File: config.mk
export PLATFORM = sky130hd
export DESIGN_NAME = shift_tx
export DESIGN_NICKNAME = d
export VERILOG_FILES = /design/src/rtl/shift_tx_pkg.sv /design/src/rtl/shift_tx_sclk_tick.sv /design/src/rtl/shift_tx.sv
export SDC_FILE = /design/constraint.sdc
export NUM_CORES = 1
export LEC_CHECK = 0
export CORE_MARGIN = 2
export CORE_UTILIZATION = 59
export DETAILED_ROUTE_END_ITERATION = 6
export PLACE_DENSITY = 0.91
export SKIP_LAST_GASP = 1
export SYNTH_ARGS = -nofsm -noshare
export SYNTH_HDL_FRONTEND = slang
export SYNTH_SLANG_ARGS = --single-unit
File: constraint.sdc
create_clock -name clk -period 4.9 [get_ports clk]
set_input_delay 0.98 -clock clk [delete_from_list [all_inputs] [get_ports clk]]
set_output_delay 0.98 -clock clk [all_outputs]
set_load 0.005 [all_outputs]
File: src/rtl/shift_tx_pkg.sv
// Shared definitions for the shift_tx serializer.
// Holds the controller state encoding and the default frame geometry
// (bits per frame and clk cycles per sclk half-period) used by the
// top level and the half-period tick generator.
package shift_tx_pkg;

  localparam int DEFAULT_WIDTH   = 24;
  localparam int DEFAULT_CLK_DIV = 2;

  typedef enum logic [1:0] {
    IDLE  = 2'd0,
    SHIFT = 2'd1,
    LATCH = 2'd2
  } state_t;

endpackage

File: src/rtl/shift_tx_sclk_tick.sv
// sclk_tick_gen: half-period timer for the shift clock.
// Counts clk cycles while enabled and raises tick for one cycle on the
// last cycle of every CLK_DIV-cycle half-period. clear restarts the count
// so each frame begins on a half-period boundary.
// Ports:
//   clk, rst_n - system clock, asynchronous active-low reset
//   clear      - restart the half-period count (frame start)
//   enable     - count while high (frame in progress)
//   tick       - one-cycle pulse at the end of each half-period
module sclk_tick_gen
  import shift_tx_pkg::*;
#(
  parameter int CLK_DIV = DEFAULT_CLK_DIV
) (
  input  logic clk,
  input  logic rst_n,
  input  logic clear,
  input  logic enable,
  output logic tick
);

  localparam logic [7:0] LAST_CNT = 8'(CLK_DIV - 1);

  logic [7:0] cnt_q, cnt_d;

  assign tick = enable && (cnt_q == LAST_CNT);

  always_comb begin
    cnt_d = cnt_q;
    if (clear) begin
      cnt_d = '0;
    end else if (enable) begin
      cnt_d = (cnt_q == LAST_CNT) ? 8'd0 : cnt_q + 8'd1;
    end
  end

  always_ff @(posedge clk or negedge rst_n) begin
    if (!rst_n) begin
      cnt_q <= '0;
    end else begin
      cnt_q <= cnt_d;
    end
  end

endmodule

File: src/rtl/shift_tx.sv
// shift_tx: parallel-to-serial transmitter for an external shift-register
// chain (595-style). A word accepted on valid && ready is shifted out MSB
// first on sdo with a generated sclk, followed by a latch strobe.
// Every bit lasts 2*CLK_DIV clk cycles (sclk low then high) and the latch
// phase lasts another 2*CLK_DIV cycles, so a frame is (WIDTH+1)*2*CLK_DIV
// cycles long after the accept cycle.
// Ports:
//   clk, rst_n - system clock, asynchronous active-low reset
//   data_in    - word to serialize
//   valid      - send request, honoured only while ready
//   ready      - high in IDLE only
//   sdo        - serial data, stable for the whole bit period
//   sclk       - chain shift clock (chain samples on rising edge)
//   latch      - chain storage strobe (outputs update on rising edge)
// Optional build macro SHIFT_TX_AUTO_REFRESH_EN: keep the last accepted
// word and resend it whenever an IDLE cycle passes without valid.
module shift_tx
  import shift_tx_pkg::*;
#(
  parameter int WIDTH   = DEFAULT_WIDTH,
  parameter int CLK_DIV = DEFAULT_CLK_DIV
) (
  input  logic             clk,
  input  logic             rst_n,
  input  logic [WIDTH-1:0] data_in,
  input  logic             valid,
  output logic             ready,
  output logic             sdo,
  output logic             sclk,
  output logic             latch
);

  localparam int              CNT_W    = $clog2(WIDTH);
  localparam logic [CNT_W-1:0] LAST_BIT = CNT_W'(WIDTH - 1);

  state_t           state_q, state_d;
  logic [WIDTH-1:0] shreg_q, shreg_d;
  logic [CNT_W-1:0] bit_cnt_q, bit_cnt_d;
  logic             phase_q, phase_d;
  logic             sclk_q, sclk_d;
  logic             latch_q, latch_d;
  logic             start;
  logic [WIDTH-1:0] start_word;
  logic             tick;

`ifdef SHIFT_TX_AUTO_REFRESH_EN
  logic [WIDTH-1:0] last_q, last_d;
  logic             have_q, have_d;

  // A fresh request always wins; otherwise an idle cycle replays the
  // retained word, but only once a word has actually been accepted.
  assign start      = (state_q == IDLE) && (valid || have_q);
  assign start_word = valid ? data_in : last_q;

  always_comb begin
    last_d = last_q;
    have_d = have_q;
    if ((state_q == IDLE) && valid) begin
      last_d = data_in;
      have_d = 1'b1;
    end
  end

  always_ff @(posedge clk or negedge rst_n) begin
    if (!rst_n) begin
      last_q <= '0;
      have_q <= 1'b0;
    end else begin
      last_q <= last_d;
      have_q <= have_d;
    end
  end
`else
  assign start      = (state_q == IDLE) && valid;
  assign start_word = data_in;
`endif

  sclk_tick_gen #(
    .CLK_DIV(CLK_DIV)
  ) u_tick (
    .clk   (clk),
    .rst_n (rst_n),
    .clear (start),
    .enable(state_q != IDLE),
    .tick  (tick)
  );

  assign ready = (state_q == IDLE);
  // The shift register is only advanced at bit boundaries, so its MSB is
  // the current bit and stays put in IDLE as the last bit sent.
  assign sdo   = shreg_q[WIDTH-1];
  assign sclk  = sclk_q;
  assign latch = latch_q;

  // phase_q selects the half of the current period: in SHIFT the sclk-low
  // or sclk-high half of a bit, in LATCH the strobe-high or strobe-low half.
  always_comb begin
    state_d   = state_q;
    shreg_d   = shreg_q;
    bit_cnt_d = bit_cnt_q;
    phase_d   = phase_q;
    sclk_d    = sclk_q;
    latch_d   = latch_q;
    unique case (state_q)
      IDLE: begin
        sclk_d    = 1'b0;
        latch_d   = 1'b0;
        phase_d   = 1'b0;
        bit_cnt_d = '0;
        if (start) begin
          shreg_d = start_word;
          state_d = SHIFT;
        end
      end
      SHIFT: begin
        if (tick) begin
          if (!phase_q) begin
            sclk_d  = 1'b1;
            phase_d = 1'b1;
          end else begin
            sclk_d  = 1'b0;
            phase_d = 1'b0;
            if (bit_cnt_q == LAST_BIT) begin
              bit_cnt_d = '0;
              latch_d   = 1'b1;
              state_d   = LATCH;
            end else begin
              bit_cnt_d = bit_cnt_q + CNT_W'(1);
              shreg_d   = {shreg_q[WIDTH-2:0], 1'b0};
            end
          end
        end
      end
      LATCH: begin
        if (tick) begin
          if (!phase_q) begin
            latch_d = 1'b0;
            phase_d = 1'b1;
          end else begin
            phase_d = 1'b0;
            state_d = IDLE;
          end
        end
      end
      default: begin
        state_d = IDLE;
      end
    endcase
  end

  // All chain-facing strobes come straight from flops cleared by reset, so
  // reset entry and exit cannot glitch sclk or latch.
  always_ff @(posedge clk or negedge rst_n) begin
    if (!rst_n) begin
      state_q   <= IDLE;
      shreg_q   <= '0;
      bit_cnt_q <= '0;
      phase_q   <= 1'b0;
      sclk_q    <= 1'b0;
      latch_q   <= 1'b0;
    end else begin
      state_q   <= state_d;
      shreg_q   <= shreg_d;
      bit_cnt_q <= bit_cnt_d;
      phase_q   <= phase_d;
      sclk_q    <= sclk_d;
      latch_q   <= latch_d;
    end
  end

endmodule

==> qor.txt <==
status = completed
Min-Delay Endpoint = bit_cnt_q[4]$_DFFE_PN0P_
routability-driven placement congestion ratio = 0.8653
largest net degree at the start of global routing = 43
Clock power frac = 39.7%
largest cells by area after synthesis = dfrtp_1, mux2_2, mux2_4
gr usage total = 22.38%
post-synthesis simple-gate area fraction = 12.47%
Reg2Reg Depth = 6
DP Worst Slack = 1998 ps
Area Growth Syn to Fin = 17.55%
switching power = 0.0001413 W
Internal = 0.0005442 W
most common cell after layout, fill and taps aside = dfrtp_1
Vias = 1,634
Initial Util = 60.04%
CTS max path bufs = 2
layout cells sized above 1 = 27.07%
area fraction in compound gates after synthesis = 8.615%
layout net count = 262
CP required = 5090 ps
Worst VDD drop = 184.7 µV
Async SR Flop Fraction = 100.0%
Critical R2R Launch = state_q[1]$_DFFE_PN0P_
max_slew headroom = 34.30%
First DRT Iteration DRCs = 121
CTS tree = yes
final setup fails = 0
period utilization = 58.77%
DR vias/cell = 5.857
Setup Crit Path Kind = reg -> reg
Post-synth EDFFs = 0
RSZ-0062 raised after global routing = no
postcts setup bufs = 0
flops & latches, synth = 42
clock sink total = 42
cell taking the most area after synthesis = dfrtp_1
cell leakage power = 1.192 nW
Yosys top cell area share = 44.40%
port bufs = 30
die area = 0.004535 mm²
Post-Synth Adder-Cell Area = 3.700%
reg-to-reg critical path endpoint = shreg_q[13]$_DFFE_PN0P_
final worst slack = 2020 ps
crit end category = flop
Comb power frac = 7.5%
n_diodes = 0
drt drc = 0
crit start category = flop
Post-Syn Area = 0.002367 mm²
post-route ant nets = 0
Post-CTS Hold Fix Bufs = 0
total power = 0.0006855 W
Seq pwr share = 52.7%
Pwr Density = 246.3 mW/mm²
initial antenna violation count = 0
Syn Nets = 231
Pins Over Slew Limit = 0
Mapped Avg Cell Area = 12.02 µm²
vias in the first global route = 1,532
max-cap violation count = 0
Data arrival, critical path = 3070 ps
Fin Setup TNS = 0 ps
worst-margin pin slew = 981.8 ps
Mapped Cells = 197
number of core rows = 23
Wirelength per Cell = 15.81 µm
Die Y = 67.34 µm
DP Wirelength = 3199 µm
GRT overflow = 0
worst hold slack = 498.3 ps
commonest non-fill, non-tap cells in the layout = dfrtp_1, clkdlybuf4s50_1, mux2_2, nand2_1, mux2_4
chip width = 67.34 µm
post-synthesis mux area share = 26.43%
H-tree Lvls = 2
first-pass GRT wire length = 7424 µm
r2r setup slk = 2020 ps
Setup Skew = 8.013 ps
Yosys cell types = 42
fin crit period = 2880 ps
Hold Path Depth = 1
Core Box Area = 0.003943 mm²
main combinational cell family by area after synthesis = multiplexers
final hold vios = 0
clock slew seen by the registers of the worst setup and hold paths = 80 ps
Switching Share = 20.61%
Synth Warn # = 0
CTS buffer count = 5
Synth Area in XOR/XNOR = 0.7400%
I/O pin count = 31
HP Class = reg -> reg
Initial DRT Pass Iterations = 4
f_max = 0.3473 GHz
PostCTS Resize Cnt = 0
Seq/Total Area, Yosys = 44.40%
later-pin clock latency in the skew report = 300 ps
Critical Path Fanout Max = 24
predominant post-synthesis flop cell = dfrtp_1
Root Driver = clkbuf_8
hold_sp = bit_cnt_q[4]$_DFFE_PN0P_
fin util = 70.58%
final WL = 4412 µm
-- logic make-up (layout without fill, tap and decap cells) --
| logic type | count (synthesis) | count (layout) |
|---|---|---|
| fa+ha+maj | 7 | 7 |
| xor+xnor | 2 | 2 |
| compound gates | 29 | 29 |
| simple gates | 54 | 54 |
| mux | 49 | 49 |
| buf+inv | 14 | 46 |
| flops | 42 | 42 |
-- power groups by stage --
| stage | logic [W] | registers (W) | clock network, W |
|---|---|---|---|
| 3_5_place_dp | 0.0000524 | 0.000368 | 0 |
| 4_1_cts | 0.0000528 | 0.000361 | 0.000276 |
| 5_1_grt | 0.0000562 | 0.000363 | 0.000296 |
| 3_3_place_gp | 0.0000507 | 0.000368 | 0 |
| 6_report | 0.0000516 | 0.000361 | 0.000272 |
| 2_1_floorplan | 0.0000212 | 0.000366 | 0 |
-- critical path: stages, from the launching register on --
cell and delay [ps]:
dfrtp_1 420, inv_1 90, ha_1 540, and3b_1 300, a31oi_2 190, o21ai_4 830
mux2_2 410
-- layer usage --
metal  track usage, %  wire [µm]  up-vias
met4            8.418         91        0
met2            35.15       2214       26
met3            5.500        140        9
met5                0          0        -
met1            30.10       1965      827
li1                 -          -      772
-- area by class of cell --
type | count | area (µm²)
inverters | 7 | 26.28
clock buffers | 6 | 72.57
clock inverters | 2 | 37.54
flip-flops and latches | 42 | 1051
repair buffers | 31 | 302.8
fillers | 265 | 1160
multi-input cells | 141 | 1230
well taps | 50 | 62.56
-- state kept, by name (all words and copies together), names as in the netlist --
name	flops
bit_cnt_q	5
latch	1
phase_q	1
sclk	1
shreg_q	24
state_q	2
u_tick.cnt_q	8
-- synth_stat cells (2+ instances only) --
cell / n
a21o_1: 2
a21oi_1: 6
a32o_1: 2
and3_1: 2
buf_12: 2
clkbuf_1: 4
dfrtp_1: 42
ha_1: 7
inv_1: 7
mux2_2: 27
mux2_4: 20
nand2_1: 21
nand3_1: 7
nand4b_1: 2
nor2_1: 4
nor2b_1: 2
nor3_1: 4
o21ai_0: 10
or3_1: 2
xnor2_1: 2
-- worst max-delay path by stage --
stage / from / to / cells after the start
floorplan: state_q[0]$_DFFE_PN0P_ / shreg_q[15]$_DFFE_PN0P_ / 8
global placement: state_q[1]$_DFFE_PN0P_ / shreg_q[13]$_DFFE_PN0P_ / 6
detailed placement: state_q[1]$_DFFE_PN0P_ / shreg_q[13]$_DFFE_PN0P_ / 6
CTS: state_q[1]$_DFFE_PN0P_ / shreg_q[13]$_DFFE_PN0P_ / 6
global route: state_q[1]$_DFFE_PN0P_ / shreg_q[14]$_DFFE_PN0P_ / 6
finish: state_q[1]$_DFFE_PN0P_ / shreg_q[13]$_DFFE_PN0P_ / 6
-- metrics by stage --
stage,cells,instance area [µm²]
after detailed placement,271,2673
after CTS,279,2783
after global routing,279,2783
final,279,2783
after global placement,271,2673
after floorplan,197,2367
(Power assumes the default switching activity.)
